### src/rtl/vga_bus_arb_pkg.sv
// Shared types and defaults for the VGA/CPU RAM arbiter.
package vga_bus_arb_pkg;

  localparam int unsigned AwDefault = 16;
  localparam int unsigned DwDefault = 16;
  localparam int unsigned StallCntW = 16;
  localparam int unsigned ViolCntW  = 8;

  typedef enum logic [1:0] {
    IDLE,
    DATA,
    ACK
  } arb_state_e;

endpackage

### src/rtl/vga_bus_arbiter_if.sv
// Bus bundle for the arbiter: VGA fetch port, CPU port and RAM port.
// slave = arbiter side, master = surrounding system (masters + RAM).
interface vga_bus_arbiter_if
  import vga_bus_arb_pkg::*;
#(
  parameter int unsigned AW = AwDefault,
  parameter int unsigned DW = DwDefault
);

  logic [AW-1:0] i_vga_addr;
  logic          i_vga_cs;
  logic          i_vga_access;
  logic [DW-1:0] o_vga_dat;

  logic [AW-1:0] i_cpu_addr;
  logic [DW-1:0] i_cpu_dat;
  logic          i_cpu_cs;
  logic          i_cpu_we;
  logic [DW-1:0] o_cpu_dat;
  logic          o_cpu_ack;

  logic [AW-1:0] o_ram_addr;
  logic [DW-1:0] o_ram_dat;
  logic          o_ram_cs;
  logic          o_ram_we;
  logic [DW-1:0] i_ram_dat;

  modport slave (
    input  i_vga_addr, i_vga_cs, i_vga_access,
    output o_vga_dat,
    input  i_cpu_addr, i_cpu_dat, i_cpu_cs, i_cpu_we,
    output o_cpu_dat, o_cpu_ack,
    output o_ram_addr, o_ram_dat, o_ram_cs, o_ram_we,
    input  i_ram_dat
  );

  modport master (
    output i_vga_addr, i_vga_cs, i_vga_access,
    input  o_vga_dat,
    output i_cpu_addr, i_cpu_dat, i_cpu_cs, i_cpu_we,
    input  o_cpu_dat, o_cpu_ack,
    input  o_ram_addr, o_ram_dat, o_ram_cs, o_ram_we,
    output i_ram_dat
  );

endinterface

### src/rtl/sat_counter.sv
// Saturating up-counter with synchronous clear.
module sat_counter #(
  parameter int unsigned Width = 8
) (
  input  logic             i_clk,
  input  logic             i_clr,
  input  logic             i_inc,
  output logic [Width-1:0] o_count
);

  logic [Width-1:0] count_q;

  always_ff @(posedge i_clk) begin
    if (i_clr) begin
      count_q <= '0;
    end else if (i_inc && (count_q != '1)) begin
      count_q <= count_q + Width'(1);
    end
  end

  assign o_count = count_q;

endmodule

### src/rtl/vga_bus_arbiter.sv
// Two-master RAM arbiter: VGA fetch has fixed priority, CPU fills free slots via cs/ack.
// Define VGA_BUS_ARB_STATS_EN to add o_stall_cnt / o_viol_cnt statistics counters.
module vga_bus_arbiter
  import vga_bus_arb_pkg::*;
#(
  parameter int unsigned AW = AwDefault,
  parameter int unsigned DW = DwDefault
) (
  input  logic                 i_clk,
  input  logic                 i_reset,
  vga_bus_arbiter_if.slave     bus
`ifdef VGA_BUS_ARB_STATS_EN
  ,
  output logic [StallCntW-1:0] o_stall_cnt,
  output logic [ViolCntW-1:0]  o_viol_cnt
`endif
);

  arb_state_e    state_q;
  logic          vga_access_q;
  logic          cpu_ack_q;
  logic          cpu_we_q;
  logic [DW-1:0] cpu_dat_q;
  logic [AW-1:0] ram_addr;
  logic          port_free;
  logic          cpu_issue;

  // A slot announced last cycle, or an unannounced strobe now, both lock the CPU out.
  assign port_free = !vga_access_q && !bus.i_vga_cs;
  assign cpu_issue = (state_q == IDLE) && bus.i_cpu_cs && port_free;

  always_comb begin
    ram_addr = bus.i_cpu_addr;
    if (bus.i_vga_cs) begin
      ram_addr = bus.i_vga_addr;
    end
  end

  assign bus.o_ram_addr = ram_addr;
  assign bus.o_ram_dat  = bus.i_cpu_dat;
  assign bus.o_ram_cs   = !i_reset && (bus.i_vga_cs || cpu_issue);
  assign bus.o_ram_we   = !i_reset && cpu_issue && bus.i_cpu_we;
  assign bus.o_vga_dat  = bus.i_ram_dat;
  assign bus.o_cpu_dat  = cpu_dat_q;
  assign bus.o_cpu_ack  = cpu_ack_q;

  always_ff @(posedge i_clk) begin
    if (i_reset) begin
      state_q      <= IDLE;
      vga_access_q <= 1'b0;
      cpu_ack_q    <= 1'b0;
      cpu_we_q     <= 1'b0;
      cpu_dat_q    <= '0;
    end else begin
      vga_access_q <= bus.i_vga_access;
      unique case (state_q)
        IDLE: begin
          if (cpu_issue) begin
            cpu_we_q <= bus.i_cpu_we;
            state_q  <= DATA;
          end
        end
        DATA: begin
          if (!cpu_we_q) begin
            cpu_dat_q <= bus.i_ram_dat;
          end
          cpu_ack_q <= 1'b1;
          state_q   <= ACK;
        end
        ACK: begin
          cpu_ack_q <= 1'b0;
          state_q   <= IDLE;
        end
        default: state_q <= IDLE;
      endcase
    end
  end

`ifdef VGA_BUS_ARB_STATS_EN
  logic stall_inc;
  logic viol_inc;

  assign stall_inc = (state_q == IDLE) && bus.i_cpu_cs && !port_free;
  assign viol_inc  = bus.i_vga_cs && !vga_access_q;

  sat_counter #(
    .Width(StallCntW)
  ) u_stall_cnt (
    .i_clk  (i_clk),
    .i_clr  (i_reset),
    .i_inc  (stall_inc),
    .o_count(o_stall_cnt)
  );

  sat_counter #(
    .Width(ViolCntW)
  ) u_viol_cnt (
    .i_clk  (i_clk),
    .i_clr  (i_reset),
    .i_inc  (viol_inc),
    .o_count(o_viol_cnt)
  );
`endif

endmodule
### src/flat_wrapper.sv
// flat-port wrapper written by rule: the top's interface ports become plain ports
module vga_bus_arbiter_flat import vga_bus_arb_pkg::*;
#(
  parameter int unsigned AW = AwDefault,
  parameter int unsigned DW = DwDefault
)
  (i_clk, i_reset, bus_i_vga_addr, bus_i_vga_cs, bus_i_vga_access, bus_o_vga_dat, bus_i_cpu_addr, bus_i_cpu_dat, bus_i_cpu_cs, bus_i_cpu_we, bus_o_cpu_dat, bus_o_cpu_ack, bus_o_ram_addr, bus_o_ram_dat, bus_o_ram_cs, bus_o_ram_we, bus_i_ram_dat);
  vga_bus_arbiter_if #(.AW(AW), .DW(DW)) bus_i ();
  input  logic i_clk;
  input  logic i_reset;
  input wire logic [$bits(bus_i.i_vga_addr)-1:0] bus_i_vga_addr;
  input wire logic [$bits(bus_i.i_vga_cs)-1:0] bus_i_vga_cs;
  input wire logic [$bits(bus_i.i_vga_access)-1:0] bus_i_vga_access;
  output wire logic [$bits(bus_i.o_vga_dat)-1:0] bus_o_vga_dat;
  input wire logic [$bits(bus_i.i_cpu_addr)-1:0] bus_i_cpu_addr;
  input wire logic [$bits(bus_i.i_cpu_dat)-1:0] bus_i_cpu_dat;
  input wire logic [$bits(bus_i.i_cpu_cs)-1:0] bus_i_cpu_cs;
  input wire logic [$bits(bus_i.i_cpu_we)-1:0] bus_i_cpu_we;
  output wire logic [$bits(bus_i.o_cpu_dat)-1:0] bus_o_cpu_dat;
  output wire logic [$bits(bus_i.o_cpu_ack)-1:0] bus_o_cpu_ack;
  output wire logic [$bits(bus_i.o_ram_addr)-1:0] bus_o_ram_addr;
  output wire logic [$bits(bus_i.o_ram_dat)-1:0] bus_o_ram_dat;
  output wire logic [$bits(bus_i.o_ram_cs)-1:0] bus_o_ram_cs;
  output wire logic [$bits(bus_i.o_ram_we)-1:0] bus_o_ram_we;
  input wire logic [$bits(bus_i.i_ram_dat)-1:0] bus_i_ram_dat;
  assign bus_i.i_vga_addr = bus_i_vga_addr;
  assign bus_i.i_vga_cs = bus_i_vga_cs;
  assign bus_i.i_vga_access = bus_i_vga_access;
  assign bus_o_vga_dat = bus_i.o_vga_dat;
  assign bus_i.i_cpu_addr = bus_i_cpu_addr;
  assign bus_i.i_cpu_dat = bus_i_cpu_dat;
  assign bus_i.i_cpu_cs = bus_i_cpu_cs;
  assign bus_i.i_cpu_we = bus_i_cpu_we;
  assign bus_o_cpu_dat = bus_i.o_cpu_dat;
  assign bus_o_cpu_ack = bus_i.o_cpu_ack;
  assign bus_o_ram_addr = bus_i.o_ram_addr;
  assign bus_o_ram_dat = bus_i.o_ram_dat;
  assign bus_o_ram_cs = bus_i.o_ram_cs;
  assign bus_o_ram_we = bus_i.o_ram_we;
  assign bus_i.i_ram_dat = bus_i_ram_dat;
  vga_bus_arbiter #(.AW(AW), .DW(DW)) u_core (.i_clk(i_clk), .i_reset(i_reset), .bus(bus_i));
endmodule
### config.mk
export PLATFORM = sky130hd
export DESIGN_NAME = vga_bus_arbiter_flat
export DESIGN_NICKNAME = d
export VERILOG_FILES = /design/src/rtl/vga_bus_arb_pkg.sv /design/src/rtl/vga_bus_arbiter_if.sv /design/src/rtl/sat_counter.sv /design/src/rtl/vga_bus_arbiter.sv /design/src/flat_wrapper.sv
export SDC_FILE = /design/constraint.sdc
export NUM_CORES = 1
export LEC_CHECK = 0
export ABC_AREA = 1
export CORE_MARGIN = 8
export CORE_UTILIZATION = 29
export DETAILED_ROUTE_END_ITERATION = 10
export GPL_TIMING_DRIVEN = 1
export PLACE_DENSITY = 0.78
export REMOVE_ABC_BUFFERS = 1
export SLEW_MARGIN = 20
export SYNTH_ARGS = -nofsm -noshare
export SYNTH_HDL_FRONTEND = slang
export SYNTH_SLANG_ARGS = --single-unit
### constraint.sdc
create_clock -name i_clk -period 1.8 [get_ports i_clk]
set_clock_uncertainty 0.15 [all_clocks]
set_input_delay 0.18 -clock i_clk [delete_from_list [all_inputs] [get_ports i_clk]]
set_output_delay 0.18 -clock i_clk [all_outputs]
set_load 0.02 [all_outputs]
# Word level (Yosys, flattened, before mapping)
# Index checks and enable logic that the tools add are counted.
[totals] ff_bits=21 input_bits=70
[classes] n_bitwise=1 n_eq_ne=3 n_mux=4 reduce_logical=14
[ops] cell="16-bit two-way mux" n=1
[ops] cell="1-bit logical AND" n=6
[ops] cell="2-bit case mux with 2 select lines" n=1
[ops] cell="2-bit AND reduction" n=2
[ops] cell="1-bit zero test" n=3
[ops] cell="2-bit by 1-bit equality test with 1-bit output (second input constant)" n=1
[ops] cell="2-bit equality test (second input constant)" n=1
[ops] cell="2-bit zero test" n=1
[ops] cell="2-bit two-way mux" n=1
[ops] cell="2-bit by 1-bit != test with 1-bit output (second input constant)" n=1
[ops] cell="1-bit case mux with 2 select lines" n=1
[ops] cell="2-bit nonzero test" n=1
[ops] cell="1-bit logical OR" n=1
[ops] cell="1-bit inverter" n=1

# Longest topological paths before layout
[depth] word_depth=5 mapped_depth=8 depth_no_buf=8

# Worst setup path after synthesis
# No wires, ideal clock.
[synth_timing] path_kind="reg-to-output" startpoint="register u_core.state_q[0]" endpoint="output port bus_o_ram_we" n_path_buf=0 setup_slack_ps=349 stages_incl_launch_ff=7 arrival_time_ps=1121 path_cell_list="dfxtp_1 inv_1 ha_1 nand2_1 inv_1 nand2_2 nor2_1"
[synth_via] elab_chain_cells=5
[synth_lines] element="start: declaration" line_no="vga_bus_arbiter.sv:19" rtl="arb_state_e state_q;"
[synth_lines] element="start signal: assignment" line_no="vga_bus_arbiter.sv:49" rtl="state_q <= IDLE;"
[synth_lines] element="start signal: assignment" line_no="vga_bus_arbiter.sv:60" rtl="state_q <= DATA;"
[synth_lines] element="start signal: assignment" line_no="vga_bus_arbiter.sv:68" rtl="state_q <= ACK;"
[synth_lines] element="2-bit zero test" line_no="vga_bus_arbiter.sv:30" rtl="assign cpu_issue = (state_q == IDLE) && bus.i_cpu_cs && port_free;"
[synth_lines] element="1-bit logical AND (2 in series)" line_no="vga_bus_arbiter.sv:30"
[synth_lines] element="1-bit logical AND (2 in series)" line_no="vga_bus_arbiter.sv:42" rtl="assign bus.o_ram_we = !i_reset && cpu_issue && bus.i_cpu_we;"
[synth_lines] element="end: declaration" line_no="flat_wrapper.sv:24" rtl="output wire logic [$bits(bus_i.o_ram_we)-1:0] bus_o_ram_we;"
# No other way between the ends.

# Worst setup path after layout
[layout_timing] startpoint="input port bus_i_vga_cs" endpoint="output port bus_o_ram_addr[2]"
[layout_via] elab_chain_cells=1
[layout_lines] element="start: declaration" line_no="flat_wrapper.sv:12" rtl="input wire logic [$bits(bus_i.i_vga_cs)-1:0] bus_i_vga_cs;"
[layout_lines] element="16-bit two-way mux" line_no="vga_bus_arbiter.sv:34" rtl="if (bus.i_vga_cs) begin"
[layout_lines] element="end: declaration" line_no="flat_wrapper.sv:21" rtl="output wire logic [$bits(bus_i.o_ram_addr)-1:0] bus_o_ram_addr;"
# No other way between the ends.

==> qor.json <==
{
  "floorplanning": {
    "row_cnt": 24,
    "dieHeight_um": 84.0,
    "placeableCoreArea_um2": 4410,
    "fp.dieW_um": 84.0,
    "floorplan.initialDensity_pct": 30.4,
    "ios": 137,
    "dieArea_um2": 7060
  },
  "pwr": {
    "p_leak_nw": 1.14,
    "swShare_pct": 39.6,
    "power_switching_mw": 0.916,
    "vdd_drop_max_mv": 0.587,
    "cellPowerDensity_nw_per_um2": 1000,
    "power.combinational.fraction_pct": 56.4,
    "seqPwrFrac_pct": 30.5,
    "design_power_total_mw": 2.31,
    "internal_power_mw": 1.40,
    "power_frac_clock_pct": 13.1
  },
  "critical_path": {
    "critical_path.reg2reg.startpoint": "u_core.state_q[1]",
    "worst_r2r_endpoint": "u_core.bus.o_cpu_dat[13]",
    "startpoint_type_of_the_worst_setup_path": "input pin",
    "timing.reg2reg.worst_path_depth": 8,
    "critical_path_arrival_ns": 1.38,
    "cp.required_ns": 1.47,
    "path_max_fanout": 7,
    "critPathCaptureType": "output pin",
    "setup.reg_to_reg.worst_slack_ns": 0.25,
    "setup.worst_path.class": "input pin to output pin"
  },
  "sta": {
    "grt_setup_unrepaired": "no",
    "timing.final.setup_violations": 0,
    "worstMarginPinSlew_ns": 0.259,
    "fin_ws_ns": 0.0870,
    "max_freq_mhz": 584,
    "timing_max_transition_violations_final": 0,
    "final.period_utilization_pct": 95.2,
    "report.final.hold_viol_count": 0,
    "finalHoldWorstSlack_ns": 0.210,
    "post-route-min-period_ns": 1.71,
    "tns_ns": 0,
    "relSlewSlack_pct": 82.7
  },
  "synthesis": {
    "number_of_flops_mapped_to_enable_cells_by_yosys": 0,
    "synthMostInstantiatedCell": "nand2_1",
    "synth_top_area_cell": "dfxtp_1",
    "synth_seq_area_share_pct": 31.3,
    "synth_top_area_share_pct": 31.3,
    "post_synth_most_frequent_cells": "nand2_1 (54), buf_4 (33), nor2_1 (26), dfxtp_1 (21), o21ai_0 (15)",
    "synthArstFlopShare_pct": 0,
    "synth_warn": 0,
    "synth.distinct_cells": 18,
    "top_cells_by_area_synth": "dfxtp_1 (31%), buf_4 (18%), nand2_1 (15%)",
    "synth.ff_latch_count": 21,
    "syn_inst": 191,
    "synth_flop_cell": "dfxtp_1",
    "synth.cell_area_um2": 1340,
    "synth.avg_cell_area_um2": 7.02
  },
  "hold_path": {
    "whs_endpoint": "bus_o_ram_dat[11]",
    "worstHoldPathType": "input pin to output pin",
    "hold_path_depth": 0,
    "holdCritStartpoint": "bus_i_cpu_dat[11]"
  },
  "run": {
    "cap_violations": 0
  },
  "cells_and_area": {
    "area_delta_synth_final_pct": 72.3,
    "fin_nets": 350,
    "postLayoutCoreUtil_pct": 52.4,
    "layout.area.seq_um2": 422,
    "num_antenna_cells": 0,
    "multi_input_area_um2": 579,
    "design_area_um2": 2310,
    "finalNonFillerCells": 326,
    "num-fill-cells": 424,
    "drive_gt1_share_pct": 13.1
  },
  "grt": {
    "grt.met1_usage_pct": 12.4,
    "globalRoute.totalOverflow": 0,
    "via_count_of_the_first_global_routing_pass": 1463,
    "grt_first_pass_wirelength_um": 7260,
    "antenna_found_initial": 0,
    "top_usage_layer": "met2",
    "grt_util_met2_pct": 21.1,
    "grt.met3_usage_pct": 8.79,
    "grt_util_all_layers_pct": 12.5,
    "grt_max_degree": 21
  },
  "outcome": {
    "outcome": "finished, final reports clean"
  },
  "placed_design": {
    "dpl_cell_area_um2": 2250,
    "routabilityCongestion": 0.732,
    "buffer_ports.inserted": 104,
    "placed_cells": 321,
    "placement_stage_worst_setup_slack_ns": -0.264,
    "dp_hpwl_um": 3860
  },
  "cts": {
    "tritoncts": "done",
    "clock_path_buffers": 2,
    "cts_hold_repair.buffers": 0,
    "clk_latency_ns": 0.25,
    "clkSinkCount": 21,
    "cts_root_buf": "clkbuf_8",
    "cts_buffers": 3,
    "h_tree_lvl_count": 1
  },
  "routing": {
    "dr.pass1.iters": 4,
    "dr.first_iter.drc_count": 66,
    "remaining_drc_errors": 0,
    "drtAntennaViolNets": 0,
    "avgRoutedWirePerCell_um": 14.3,
    "number_of_vias_after_detailed_routing": 1397,
    "post_drt_via_cell_ratio": 4.29,
    "detailed_route_wl_um": 4650
  }
}
-- cells by family after synthesis --
family | Yosys count | share of synthesized area [%]
buf+inv | 48 | 25.5
simple gates | 96 | 30.7
flops | 21 | 31.3
compound gates | 21 | 7.84
fa+ha+maj | 5 | 4.66
-- per-layer routing --
layer / part of all wire, % / wire length, um
met4: 0.58 / 27
met5: 0 / 0
met2: 48 / 2210
met3: 13 / 586
met1: 39 / 1830
-- cell usage in the layout (no fill, tap or decap), drive strengths merged --
master	n
dlymetal6s2s	9
clkinv	1
nand2	55
clkdlybuf4s50	86
nor2	38
nand3	3
clkbuf	3
ha	5
dfxtp	21
dlygate4sd2	7
a21oi	3
o21ai	18
inv	9
buf	16
-- area by class of cell --
type | count | area share, %
tap | 52 | 2.82
sequential | 21 | 18.2
inverter | 9 | 1.57
multi-input combinational | 122 | 25.1
clock inverter | 1 | 0.217
timing repair buffer | 118 | 50.3
clock buffer | 3 | 1.79
-- registers in the layout, indices dropped and copies added, names as in the netlist --
name and cells:
u_core.bus.o_cpu_dat 16, u_core.state_q 2, u_core.bus.o_cpu_ack 1, u_core.cpu_we_q 1, u_core.vga_access_q 1
-- critical path, cell delays in order --
cell and delay (ns):
dlygate4sd2_1 0.30, inv_2 0.16, nand2_1 0.07, nand2_1 0.05, clkdlybuf4s50_1 0.61
-- power groups by stage --
stage / clock [mW] / sequential, mW / combinational, mW
5_1_grt: 0.335 / 0.727 / 1.43
6_report: 0.302 / 0.705 / 1.30
4_1_cts: 0.317 / 0.704 / 1.34
3_5_place_dp: 0 / 0.710 / 1.34
2_1_floorplan: 0 / 0.867 / 0.444
3_3_place_gp: 0 / 0.699 / 1.32
-- worst max-delay path by stage --
stage,start,to,cells past startpoint
after floorplan,u_core.state_q[0],bus_o_ram_we,6
after global routing,u_core.state_q[0],bus_o_ram_cs,9
final,bus_i_vga_cs,bus_o_ram_addr[2],5
after detailed placement,bus_i_vga_cs,bus_o_ram_addr[8],6
after global placement,bus_i_vga_cs,bus_o_ram_addr[3],6
after CTS,bus_i_vga_cs,bus_o_ram_addr[10],6
-- timing repair --
action | CTS | global route
endpoints found under the setup margin | 18 | 11
pin swaps | 0 | 0
resized for setup | 13 | 12
setup buffers | 1 | 0
(Power assumes the default switching activity.)
